[src/rtl/led_pattern_shifter.sv]
// LED pattern shifter: rotate-left / rotate-right / hold with a prescaled step tick.
// Define LED_PATTERN_PINGPONG_EN to compile in the ping-pong (bounce) mode on i_mode=10.
module led_pattern_shifter #(
    parameter int NB_LEDS  = 4,
    parameter int NB_COUNT = 24
) (
    input  logic                clock,
    input  logic                i_reset,
    input  logic                i_valid,
    input  logic [1:0]          i_mode,
    input  logic [NB_COUNT-1:0] i_prescale,
    input  logic                i_load,
    input  logic [NB_LEDS-1:0]  i_pattern,
    output logic [NB_LEDS-1:0]  o_led,
    output logic                o_wrap,
    output logic                o_dir
);

    localparam logic [1:0] MODE_ROL  = 2'b00;
    localparam logic [1:0] MODE_ROR  = 2'b01;
    localparam logic [1:0] MODE_HOLD = 2'b11;

    localparam logic [NB_LEDS-1:0]  LED_INIT = {{(NB_LEDS-1){1'b0}}, 1'b1};
    localparam logic [NB_COUNT-1:0] CNT_ONE  = {{(NB_COUNT-1){1'b0}}, 1'b1};

    logic [NB_LEDS-1:0]  r_led;
    logic [NB_LEDS-1:0]  w_led_next;
    logic [NB_COUNT-1:0] r_cnt;
    logic                r_wrap;
    logic                w_wrap_next;
    logic                w_run;
    logic                w_tick;

`ifdef LED_PATTERN_PINGPONG_EN
    localparam logic [1:0] MODE_PP = 2'b10;

    logic r_dir;
    logic w_dir_next;

    assign w_run = i_valid && (i_mode != MODE_HOLD);
`else
    // Without ping-pong, mode 10 behaves like hold: the prescaler is frozen too.
    assign w_run = i_valid && (i_mode != MODE_HOLD) && !i_mode[1];
`endif

    assign w_tick = w_run && !i_load && (r_cnt >= i_prescale);

    always_comb begin
        w_led_next  = r_led;
        w_wrap_next = 1'b0;
`ifdef LED_PATTERN_PINGPONG_EN
        w_dir_next  = r_dir;
`endif
        if (w_tick) begin
            case (i_mode)
                MODE_ROL: begin
                    w_led_next  = {r_led[NB_LEDS-2:0], r_led[NB_LEDS-1]};
                    w_wrap_next = r_led[NB_LEDS-1];
                end
                MODE_ROR: begin
                    w_led_next  = {r_led[0], r_led[NB_LEDS-1:1]};
                    w_wrap_next = r_led[0];
                end
`ifdef LED_PATTERN_PINGPONG_EN
                MODE_PP: begin
                    // Both ends lit: nowhere to go, so only the direction flips.
                    if (r_led[NB_LEDS-1] && r_led[0]) begin
                        w_dir_next  = !r_dir;
                        w_wrap_next = 1'b1;
                    end else if (!r_dir) begin
                        if (!r_led[NB_LEDS-1]) begin
                            w_led_next = r_led << 1;
                        end else begin
                            w_led_next  = r_led >> 1;
                            w_dir_next  = 1'b1;
                            w_wrap_next = 1'b1;
                        end
                    end else begin
                        if (!r_led[0]) begin
                            w_led_next = r_led >> 1;
                        end else begin
                            w_led_next  = r_led << 1;
                            w_dir_next  = 1'b0;
                            w_wrap_next = 1'b1;
                        end
                    end
                end
`endif
                default: begin
                    w_led_next  = r_led;
                    w_wrap_next = 1'b0;
                end
            endcase
        end
    end

    always_ff @(posedge clock) begin
        if (!i_reset) begin
            r_cnt <= '0;
        end else if (i_load) begin
            r_cnt <= '0;
        end else if (w_run) begin
            r_cnt <= (r_cnt >= i_prescale) ? '0 : (r_cnt + CNT_ONE);
        end
    end

    always_ff @(posedge clock) begin
        if (!i_reset) begin
            r_led  <= LED_INIT;
            r_wrap <= 1'b0;
        end else if (i_load) begin
            r_led  <= i_pattern;
            r_wrap <= 1'b0;
        end else begin
            r_led  <= w_led_next;
            r_wrap <= w_wrap_next;
        end
    end

`ifdef LED_PATTERN_PINGPONG_EN
    always_ff @(posedge clock) begin
        if (!i_reset || i_load) begin
            r_dir <= 1'b0;
        end else begin
            r_dir <= w_dir_next;
        end
    end

    assign o_dir = r_dir;
`else
    assign o_dir = 1'b0;
`endif

    assign o_led  = r_led;
    assign o_wrap = r_wrap;

endmodule

[config.mk]
export PLATFORM = sky130hd
export DESIGN_NAME = led_pattern_shifter
export DESIGN_NICKNAME = d
export VERILOG_FILES = /design/src/rtl/led_pattern_shifter.sv
export SDC_FILE = /design/constraint.sdc
export NUM_CORES = 1
export LEC_CHECK = 0
export CORE_ASPECT_RATIO = 1.5
export CORE_MARGIN = 3
export CORE_UTILIZATION = 56
export DETAILED_ROUTE_END_ITERATION = 10
export HOLD_SLACK_MARGIN = 0.02
export PLACE_DENSITY_LB_ADDON = 0.15
export SETUP_SLACK_MARGIN = 0.4
export SYNTH_ARGS = -nofsm -noshare
export SYNTH_HDL_FRONTEND = slang
export SYNTH_SLANG_ARGS = --single-unit
export TNS_END_PERCENT = 100
[constraint.sdc]
create_clock -name clock -period 7.55 [get_ports clock]
set_input_delay 1.51 -clock clock [delete_from_list [all_inputs] [get_ports clock]]
set_output_delay 1.51 -clock clock [all_outputs]
set_load 0.01 [all_outputs]
* Word level (Yosys, flattened, before mapping) *
Index checks and enable logic that the tools add are counted.

cells by class
  bitwise logic cells = 2
  order comparisons = 1
  mux-type cells = 5
  reductions and logical operators = 12
  equality and inequality tests = 2
  $add $sub $neg = 1

operators by type and width
  kind                                                                    number
  24-bit by 1-bit adder with 24-bit output (second input constant)        1
  24-bit greater-or-equal comparator                                      1
  24-bit 2-to-1 mux                                                       1
  4-bit 2-to-1 mux                                                        2
  4-bit one-hot mux with 2 select lines                                   1
  1-bit logical AND                                                       4
  3-bit nonzero test                                                      1
  3-bit OR reduction                                                      1
  2-bit by 1-bit equality test with 1-bit output (second input constant)  1
  1-bit logical NOT                                                       2
  2-bit logical NOT                                                       1
  2-bit inequality test (second input constant)                           1
  1-bit inverter                                                          2
  1-bit one-hot mux with 2 select lines                                   1
  2-bit AND reduction                                                     1
  2-bit nonzero test                                                      1
  2-bit OR reduction                                                      1

storage, ports and cells
  output and inout port bits = 6
  bits in registers = 29
  logic and storage cells = 26
  input port bits = 34

* Logic depth before layout (Yosys ltp) *
  depth in word-level cells = 7
  mapped depth = 10
  gate-level depth less buffers = 8

* Least setup slack after synthesis *
Ideal clock, no wire load.

  kind = input -> register
  start point = input port i_prescale[21]
  end point = register r_led[0], in the netlist o_led[0]
  cell stages on the path = 8
  setup slack = 3.841 ns
  data required time = 7.455 ns
  library setup time = 0.095 ns
  arrival time = 3.614 ns
  path buffers = 1
  cells stage by stage = inv_1 ha_1 nand4_1 or4_1 or4_4 buf_6 a2111o_1 o311ai_1

on the way
  longest elaborated chain between the ends = 4

ends and longest elaborated chain
  element                             RTL line  RTL
  start, declared                     11        input logic [NB_COUNT-1:0] i_prescale,
  24-bit greater-or-equal comparator  46        assign w_tick = w_run && !i_load && (r_cnt >= i_prescale);
  1-bit logical AND                   46
  2-bit nonzero test (no line)        n/a
  2-bit AND reduction (no line)       n/a
  end signal, assigned                112       r_led <= i_pattern;
  end signal, assigned                115       r_led <= w_led_next;
  end, declared                       26        logic [NB_LEDS-1:0] r_led;

Every way passes these cells.
A chain may end at the register's enable or synchronous reset.

* Worst setup path after layout *
  start point = input port i_prescale[21]
  end point = register r_wrap, in the netlist o_wrap

on the way
  longest elaborated chain between the ends = 4

ends and longest elaborated chain
  element                             RTL line  RTL
  24-bit greater-or-equal comparator  46
  1-bit logical AND                   46
  1-bit inverter (no line)            n/a
  3-bit OR reduction (no line)        n/a
  end signal, assigned                116       r_wrap <= w_wrap_next;
  end, declared                       29        logic r_wrap;

Every way passes these cells.

==> summary.md <==
| Metric | Value |
|---|---|
| Reg-to-reg critical path startpoint | `r_cnt[19]` |
| Crit path max-delay family | `simple AND/OR/NAND/NOR gates` |
| Drt first pass iters | `4` |
| Async SR Flop Fraction | `0%` |
| First-pass GRT wire length | `7.645 mm` |
| Final instance area | `2532 µm²` |
| Worst Setup EP | `o_wrap` |
| Arrival @ worst endpoint | `4.72 ns` |
| Met2 Wirelength | `2.394 mm` |
| Worst min-delay path startpoint | `r_cnt[1]` |
| Clk slew on worst S/H paths | `0.06 ns` |
| DRC violations left | `0` |
| Synth Instances | `253` |
| DRT iter0 DRCs | `41` |
| Hold_buf cts | `0` |
| CTS tree | `yes` |
| Worst setup path category | `primary input to flop` |
| Chip height | `80.16 µm` |
| Post-synthesis xor/xnor area fraction | `8.531%` |
| Antenna violations before repair | `0` |
| Setup tns final | `0 ns` |
| Ant diodes | `0` |
| Post-Route WL | `4.452 mm` |
| CTS Buf Count | `5` |
| Starting Density | `58.99%` |
| Sequential area share after synthesis | `28.28%` |
| Detail Placement HPWL | `3.402 mm` |
| Main combinational cell family by area after synthesis | `simple AND/OR/NAND/NOR gates` |
| Endpoints failing setup | `0` |
| Synth Warn # | `0` |
| Wire per inst | `13.49 µm` |
| Period utilization | `60.13%` |
| Layout Cells excl Fill | `330` |
| Clock power frac | `41.1%` |
| Final Hold Fails | `0` |
| Hold Slack | `0.5356 ns` |
| Internal power | `0.2634 mW` |
| Rows | `26` |
| RSZ-0062 raised after global routing | `false` |
| Syn nets | `312` |
| # IOs | `40` |
| CP Buf/Inv Count | `2` |
| Multi-input logic area | `1320 µm²` |
| Pre-CTS WS | `2.723 ns` |
| Overall Global Routing Usage | `21.37%` |
| Multiplexer share of the synthesized area | `2.438%` |
| Routed vias | `1855` |
| Setup slack after layout | `3.010 ns` |
| Final Max Slew Viols | `0` |
| Area grow syn2layout | `23.34%` |
| CP startpoint | `i_prescale[21]` |
| Vias in the first global route | `1804` |
| Die area | `4444 µm²` |
| Placed cells | `322` |
| Commonest non-fill, non-tap cell in the layout | `clkdlybuf4s50_1` |
| R2R Path End | `o_wrap` |
| Net Sw Power | `0.07778 mW` |
| Relative slew slack | `33.62%` |
| CP Capture Type | `flop` |
| TritonCTS Sinks | `29` |
| Clock Latency Late Sink | `0.28 ns` |
| Reg2Reg Depth | `6` |
| Mapped Area | `2053 µm²` |
| Proportion of layout cells with a drive suffix above 1 | `3.819%` |
| Logic gate share of total power | `13.0%` |
| Most frequent cells in the layout | `clkdlybuf4s50_1 (38), dfxtp_1 (29), inv_1 (26), ha_1 (25), nor3_1 (23)` |
| H-tree depth | `2` |
| Register area | `580.6 µm²` |
| Worst Max-Slew Pin Slew | `0.9957 ns` |
| Clock root buffer | `clkbuf_8` |
| Simple-gate share of the synthesized area | `26.39%` |
| Vias per cell | `5.621` |
| # nets final | `346` |
| Final core occ | `72.75%` |
| Placed Area | `2431 µm²` |
| Sequential cell fraction of total power | `46.0%` |
| Core box area | `3481 µm²` |
| Max stage delay on crit path | `0.76 ns` |
| Cell variety after synth | `39` |
| Fillers | `297` |
| Fmax | `0.2203 GHz` |
| Post-cts resize count | `0` |
| Startpoint class of the critical path | `primary input` |
| Reg-to-reg slack, setup | `4.38 ns` |
| Top sig layer | `met4` |
| Chip width | `55.44 µm` |
| Max Cap Viol | `0` |
| Post-synthesis compound-gate area fraction | `11.52%` |
| Post-CTS setup buffers | `0` |
| DRT antenna net count | `0` |
| Synthesized area per cell | `8.115 µm²` |
| Maximum vdd drop | `0.0001454 V` |
| Post-synth EDFFs | `0` |
| Power per cell area | `134.7 nW/µm²` |
| Sw Ratio | `22.79%` |
| Static leakage | `1.059 nW` |
| Power, Total | `0.3412 mW` |
| Most used flip-flop cell after synthesis | `dfxtp_1` |
| Met1 WL | `1.803 mm` |
| Synthesized flop and latch total | `29` |
| Largest net degree at the start of global routing | `26` |
| CP required | `7.73 ns` |
| Critical path depth in cells | `8` |
| Post-Synth Adder-Cell Area | `15.23%` |
| CP Cell Sequence | `clkdlybuf4s50_1 -> inv_1 -> ha_1 -> nand4_1 -> or4_1 -> or4_4 -> a21oi_2 -> nor4b_2` |
| Clock skew | `0.005766 ns` |
| CTS Buffer Depth | `2` |
| Final GP Congestion | `0.8063` |
| Crit-path max FO | `22` |
| Period minus WS final | `4.540 ns` |
| Outcome | `completed` |
| WL met3 | `166 µm` |
| Port-buffer cells | `38` |
| Worst path slowest cell | `a21oi_2` |
| Grt ovf | `0` |
| HP Class | `flop to flop` |
==> area by class of cell <==
class | instances | share of cell area (%)
inverter | 26 | 3.854
tap | 42 | 2.075
sequential | 29 | 22.92
timing repair buffer | 38 | 15.02
clock inverter | 1 | 0.1976
clock buffer | 7 | 3.804
multi-input combinational | 187 | 52.12
==> cell usage after synthesis (4+ instances only) <==
cell | instances | area [µm²]
nand2b_1 | 4 | 25.02
nand2_1 | 20 | 75.07
nand3_1 | 7 | 35.03
dfxtp_1 | 29 | 580.6
nor2b_1 | 6 | 37.54
and3_1 | 9 | 56.30
clkbuf_1 | 6 | 22.52
nor3_1 | 23 | 115.1
o21ai_0 | 6 | 30.03
nand4_1 | 11 | 68.82
nor2_1 | 10 | 37.54
a21oi_1 | 14 | 70.07
xor2_1 | 12 | 105.1
mux2i_1 | 5 | 50.05
inv_1 | 26 | 97.59
ha_1 | 25 | 312.8
xnor2_1 | 8 | 70.07
==> routing by layer <==
metal / vias up / global-route usage (%)
li1: 960 / -
met1: 843 / 22.59
met2: 42 / 39.45
met3: 10 / 4.662
met4: 0 / 10.46
met5: - / 0
==> sequential cells by signal (all words and copies together), names as in the netlist <==
| register | count |
|---|---|
| r_cnt | 24 |
| o_led | 4 |
| o_wrap | 1 |
==> cell families (layout without fill, tap and decap cells) <==
logic type / Yosys count / in the layout
muxes: 5 / 5
buffers and inverters: 37 / 72
other: 1 / 1
and+or+nand+nor: 100 / 100
AOI/OAI and AO/OA: 36 / 36
xor gates and xnor gates: 20 / 20
DFF: 29 / 29
adders and majority gates: 25 / 25
==> worst min path at each step <==
stage | end | slack (ns) | cells past startpoint
finish | r_cnt[1] | 0.54 | 2
global route | r_cnt[1] | 0.57 | 2
CTS | r_cnt[1] | 0.54 | 2
detailed placement | r_cnt[1] | 0.53 | 2
global placement | r_cnt[0] | 0.51 | 2
floorplan | r_cnt[1] | 0.49 | 2
==> power by group through the flow <==
| stage | clock [mW] | combinational [mW] | sequential (mW) |
|---|---|---|---|
| after floorplan | 0 | 0.0198 | 0.160 |
| after global routing | 0.152 | 0.0490 | 0.157 |
| after detailed placement | 0 | 0.0444 | 0.160 |
| after CTS | 0.144 | 0.0447 | 0.157 |
| final | 0.140 | 0.0442 | 0.157 |
| after global placement | 0 | 0.0434 | 0.160 |
==> tightest hold or removal path, cell delays in order, from the launching register on <==
cell	delay, ns
dfxtp_1	0.36
nand2_1	0.08
a21oi_1	0.05
No activity file was read; power rests on OpenSTA's default activity.
